### src/rtl/register_file_pkg.sv
// Shared MIPS processor package: default widths and register count used by the register file.
package register_file_pkg;

    localparam int unsigned DATA_WIDTH_DEF = 32;
    localparam int unsigned ADDR_WIDTH_DEF = 5;
    localparam int unsigned NUM_REGS_DEF   = 1 << ADDR_WIDTH_DEF;

endpackage : register_file_pkg

### src/rtl/register_file.sv
// Two-read, one-write MIPS register file with a hardwired-zero register 0.
// Reads are combinational with no write-through bypass.
module register_file
    import register_file_pkg::*;
#(
    parameter int unsigned DATA_WIDTH = DATA_WIDTH_DEF,
    parameter int unsigned ADDR_WIDTH = ADDR_WIDTH_DEF
) (
    input  logic                  clk,
    input  logic                  reset,
    input  logic                  regwrite,
    input  logic [ADDR_WIDTH-1:0] read_reg_1,
    input  logic [ADDR_WIDTH-1:0] read_reg_2,
    input  logic [ADDR_WIDTH-1:0] write_reg,
    input  logic [DATA_WIDTH-1:0] write_data,
    output logic [DATA_WIDTH-1:0] read_data_1,
    output logic [DATA_WIDTH-1:0] read_data_2
);

    localparam int unsigned NUM_REGS = 1 << ADDR_WIDTH;

    logic [DATA_WIDTH-1:0] regs_q [NUM_REGS];
    logic [DATA_WIDTH-1:0] regs_d [NUM_REGS];
    logic                  write_en;

    // Address 0 is never written, so register 0 stays at its reset value of zero.
    assign write_en = regwrite && (write_reg != '0);

    always_comb begin
        regs_d = regs_q;
        if (write_en) begin
            regs_d[write_reg] = write_data;
        end
    end

    always_ff @(posedge clk or posedge reset) begin
        if (reset) begin
            for (int unsigned i = 0; i < NUM_REGS; i++) begin
                regs_q[i] <= '0;
            end
        end else begin
            regs_q <= regs_d;
        end
    end

    assign read_data_1 = (read_reg_1 == '0) ? '0 : regs_q[read_reg_1];
    assign read_data_2 = (read_reg_2 == '0) ? '0 : regs_q[read_reg_2];

endmodule : register_file

### config.mk
export PLATFORM = sky130hd
export DESIGN_NAME = register_file
export DESIGN_NICKNAME = d
export VERILOG_FILES = /design/src/rtl/register_file_pkg.sv /design/src/rtl/register_file.sv
export SDC_FILE = /design/constraint.sdc
export NUM_CORES = 2
export LEC_CHECK = 0
export BUFFER_PORTS_ARGS = -buffer_cell sky130_fd_sc_hd__buf_2
export CAP_MARGIN = 30
export CORE_ASPECT_RATIO = 1.75
export CORE_MARGIN = 2
export CORE_UTILIZATION = 30
export DETAILED_ROUTE_END_ITERATION = 7
export PLACE_DENSITY_LB_ADDON = 0.08
export SLEW_MARGIN = 10
export SYNTH_ARGS = -nofsm -noshare
export SYNTH_HDL_FRONTEND = slang
export SYNTH_SLANG_ARGS = --single-unit
### constraint.sdc
create_clock -name clk -period 29 [get_ports clk]
set_input_delay 2.9 -clock clk [delete_from_list [all_inputs] [get_ports clk]]
set_output_delay 2.9 -clock clk [all_outputs]
set_load 0.01 [all_outputs]
* Word level (Yosys, flattened, before mapping)
Index checks and enable logic that the tools add are counted.
** Storage, ports and cells
- Register bits after elaboration :: 1024
- Input port bits :: 50
** Cells by class
- Magnitude comparators :: 4
- Multiplexer cells :: 11
- Bitwise operators :: 3
- Reduce and logical (&&, ||, !) cells :: 5
** Operator list (number)
- $bwmux 1024 :: 1
- $bmux 32 s5 :: 2
- $mux 32 :: 7
- $demux 32 s5 :: 1
- $ge 6x6->1 const B :: 3
- $not 5->6 :: 3
- $logic_not 5->1 :: 2
- $lt 6x1->1 const B :: 1
- $reduce_bool 5->1 :: 1
- $logic_and 1x1->1 :: 2

* Longest topological paths before layout
- Word-level depth :: 6
- Mapped depth :: 9

* Worst setup path before layout
Ideal clock, no wire load.
- Kind :: input port to output port
- From :: input read_reg_1[1]
- To :: output read_data_1[13]
- Data arrival time :: 4.510 ns
- Required time :: 26.100 ns
- Setup slack :: 21.590 ns
- Stages on the path :: 7
- Cells stage by stage :: buf_2 nor2b_1 clkbuf_2 clkbuf_1 a22oi_1 o211a_1 a2111oi_0
** Between the ends
- Cells in the longest elaborated chain, start to end :: 5
- Elaborated cells between the ends (all ways) :: 6
- Classes of those cells :: mux: 4; bitwise: 1; reduce/logical: 1
** Ends and longest elaborated chain
- start: declaration :: RTL line register_file.sv:12 : input logic [ADDR_WIDTH-1:0] read_reg_1,
- $not 5->6 (implied by the code) :: RTL line register_file.sv:46 : assign read_data_1 = (read_reg_1 == '0) ? '0 : regs_q[read_reg_1];
- $bmux 32 s5 :: RTL line register_file.sv:46
- $mux 32 (implied by the code) (2 in a row) :: RTL line register_file.sv:46
- $mux 32 (*) :: RTL line register_file.sv:46
- end: declaration :: RTL line register_file.sv:16 : output logic [DATA_WIDTH-1:0] read_data_1,
Mark *: on every way between the ends. The rest lies on a longest branch, timed or not. The select of a mux whose other input is x is not followed.

* Worst setup path after layout
- From :: input read_reg_1[0]
- To :: output read_data_1[6]
Same word-level chain as after synthesis.

==> results.py <==
metrics = {
    "yosys": {
        "yosys.cell_types.count": 48,
        "synth_ff_type": "dfrtp_1",
        "avgSynthCellArea_um2": 14.82,
        "synth_cells": 3692,
        "syn_nets": 3742,
        "yosys.area.top_type": "dfrtp_1",
        "synth_edf_count": 0,
        "ys_top_cells_by_area": "dfrtp_1 (47%), mux2_2 (21%), mux4_2 (16%)",
        "syn_area_um2": 54720,
        "ys_warn_count": 0,
        "ys_ff_latch": 1024,
        "synthArstFlopShare_pct": 100.0,
        "synth.top_cell.area_share_pct": 46.83,
        "ys_seq_area_share_pct": 46.83,
    },
    "place": {
        "dp_hpwl_um": 129200,
        "pre_cts_ws_ps": 18220,
        "placed_area_um2": 57700,
        "gp_congestion": 0.7486,
        "io_buffers": 113,
    },
    "sta": {
        "final-max-slew-violation-count": 0,
        "setup_viol": 0,
        "rsz0062_at_grt": "false",
        "post-route-period-util_pct": 36.68,
        "tightest_slew_ps": 1058,
        "hold_viol_final": 0,
        "relSlewSlack_pct": 29.34,
        "tns_ps": 0,
        "fin_skew_ps": 0,
        "period_needed_ps": 10640,
        "fmax_mhz": 94.01,
        "finalWorstSetupSlack_ps": 18360,
    },
    "grt": {
        "grt_usage_pct": 23.03,
        "antenna_found_initial": 28,
        "overflow": 0,
        "grt_pass1_wl_um": 302700,
        "grt_pass1_vias": 37092,
        "grt_max_degree": 140,
    },
    "clock_tree": {
        "cts_setup_buffers": 0,
        "clock_path_buffers": 3,
        "clk_pin_slew_ps": 60,
        "clock_sinks": 1024,
        "numCtsBuffers": 108,
        "cts_hold_buf": 0,
        "root_buffer": "clkbuf_16",
        "htreeDepth": 3,
        "cts_tree": "done",
        "cts-resized-gates": 0,
        "clock_latency_ps": 710,
    },
    "critical_path": {
        "regToRegSetupSlack_ps": 28160,
        "reg2reg_to": "regs_q[908]",
        "crit_path_end_kind": "primary output",
        "startpoint": "read_reg_1[0]",
        "cp-start-kind": "input pin",
        "reg2reg_depth": 1,
        "critPathRequiredTime_ps": 26100,
        "cp-endpoint": "read_data_1[6]",
        "arrival_ps": 7740,
        "crit_path_max_fanout": 66,
        "r2r_start": "regs_q[908]",
        "crit_type": "in2out",
    },
    "detailed_routing": {
        "dr_total_vias": 34521,
        "drt_iter0_drc": 2294,
        "route.detailed.drc": 0,
        "dr.pass1.iters": 8,
        "wirelength_um": 214900,
        "wl_per_cell_um": 35.22,
        "via_per_inst": 5.659,
        "final_antenna_net_count": 0,
    },
    "floorplan": {
        "die_area_um2": 186000,
        "initial_core_util_pct": 30.14,
        "core-area_um2": 181600,
        "die_w_um": 326.8,
        "rows": 207,
        "boundaryPins": 114,
        "die_y_um": 569.0,
    },
    "power": {
        "power_density_nw_per_um2": 69.48,
        "vdd_ir_drop_max_uv": 45.23,
        "p_leak_nw": 26.46,
    },
    "cells_and_area": {
        "area_growth_pct": 12.58,
        "largest-register": "regs_q",
        "drive_above_1_share_pct": 51.27,
        "nFillCells": 17558,
        "reg_top3": "regs_q (1024)",
        "final_net_count": 3653,
        "largest_reg_flops": 1024,
        "fin_area_um2": 61600,
    },
    "status": {
        "status": "completed",
    },
    "worst_hold_path": {
        "hp-start": "regs_q[1000]",
        "hp-class": "reg2reg",
    },
    "run": {
        "cap_violations": 0,
    },
}
[worst min path at each step]
stage	end	slack [ps]	cells after the start
6_report	regs_q[1000]	400	0
5_1_grt	regs_q[1000]	420	0
4_1_cts	regs_q[1000]	400	0
3_5_place_dp	regs_q[1000]	390	0
3_3_place_gp	regs_q[1000]	380	0
2_1_floorplan	regs_q[1000]	440	1
[cell families (layout without fill, tap and decap cells)]
family	Yosys count	in the layout	synth area share, %
flip-flops	1024	1024	46.83
buffers and inverters	430	432	4.008
multiplexers	1705	1705	42.64
AO/OA/AOI/OAI	326	326	4.466
AND/OR/NAND/NOR	207	207	2.056
other	0	3	0
[layout by cell type (no fill, tap or decap), types with 18 or more instances in the layout]
cell / netlist / layout
a21oi_1: 43 / 43
o221ai_1: 21 / 21
nand2_1: 41 / 24
mux4_2: 397 / 397
nor2_4: 0 / 18
nor2b_1: 42 / 36
mux2_2: 1037 / 1037
a22oi_1: 77 / 77
buf_4: 24 / 80
a211oi_1: 37 / 37
nor3_1: 33 / 33
a2111oi_0: 29 / 29
o22ai_1: 40 / 40
buf_2: 79 / 108
clkinv_2: 0 / 20
clkbuf_1: 229 / 23
clkbuf_16: 0 / 110
clkbuf_8: 0 / 29
a22o_1: 42 / 42
dfrtp_1: 1024 / 1024
mux2i_1: 271 / 271
[synth_stat cells, drive strengths merged (2+ instances only)]
| library cell | n |
|---|---|
| nand3 | 12 |
| a211oi | 37 |
| o211a | 2 |
| a21oi | 43 |
| o221ai | 21 |
| o32ai | 16 |
| inv | 2 |
| clkbuf | 232 |
| mux4 | 397 |
| and3 | 2 |
| a22oi | 77 |
| buf | 195 |
| nor2b | 42 |
| nand2 | 41 |
| mux2i | 271 |
| o22ai | 40 |
| and2 | 19 |
| a221oi | 3 |
| a2111oi | 32 |
| mux2 | 1037 |
| a22o | 42 |
| nor4 | 17 |
| nor3b | 4 |
| nor2 | 21 |
| nor3 | 33 |
| nand3b | 6 |
| or2 | 2 |
| dfrtp | 1024 |
| a31oi | 4 |
| or3b | 3 |
| a311oi | 8 |
[cell type report]
type	instances	area, um^2	area share, %
Antenna cell	3	7.507	0.01219
Sequential cell	1024	25620	41.60
Inverter	3	15.01	0.02437
Timing Repair Buffer	228	1961	3.183
Clock buffer	162	3238	5.257
Multi-Input combinational cell	2238	27240	44.22
Clock inverter	39	505.5	0.8206
Tap cell	2403	3007	4.881
[where the power goes]
| part | leakage [nW] | switching (mW) | internal (mW) |
|---|---|---|---|
| combinational | 11.5 | 0.357 | 0.495 |
| sequential | 13.1 | 0.220 | 1.70 |
| clock | 1.85 | 0.640 | 0.867 |
| total | 26.5 | 1.22 | 3.06 |
[critical path, cell delays in order]
cell,delay [ps]
buf_8,580
buf_4,710
buf_4,670
buf_4,790
mux4_2,600
a22o_1,270
a2111oi_0,680
nor3_1,230
buf_2,200
[layer usage]
layer | track usage, % | part of all wire [%] | vias to the layer above
met1 | 27.47 | 39 | 19157
met2 | 41.49 | 52 | 878
met4 | 7.708 | 3.6 | 34
met5 | 0 | 0.11 | -
met3 | 4.055 | 4.7 | 369
li1 | - | - | 14083
[stage by stage]
stage | total power, mW | hold WS (ps) | instances | util, %
3_5_place_dp | 2.803 | 385.3 | 5890 | 31.78
2_1_floorplan | 2.525 | 441.3 | 3692 | -
4_1_cts | 4.330 | 399.4 | 6091 | 33.84
6_report | 4.280 | 399.6 | 6100 | 33.93
3_3_place_gp | 2.787 | 383.1 | 5863 | 31.49
5_1_grt | 4.474 | 416.2 | 6100 | 33.93
(Power assumes the default switching activity.)
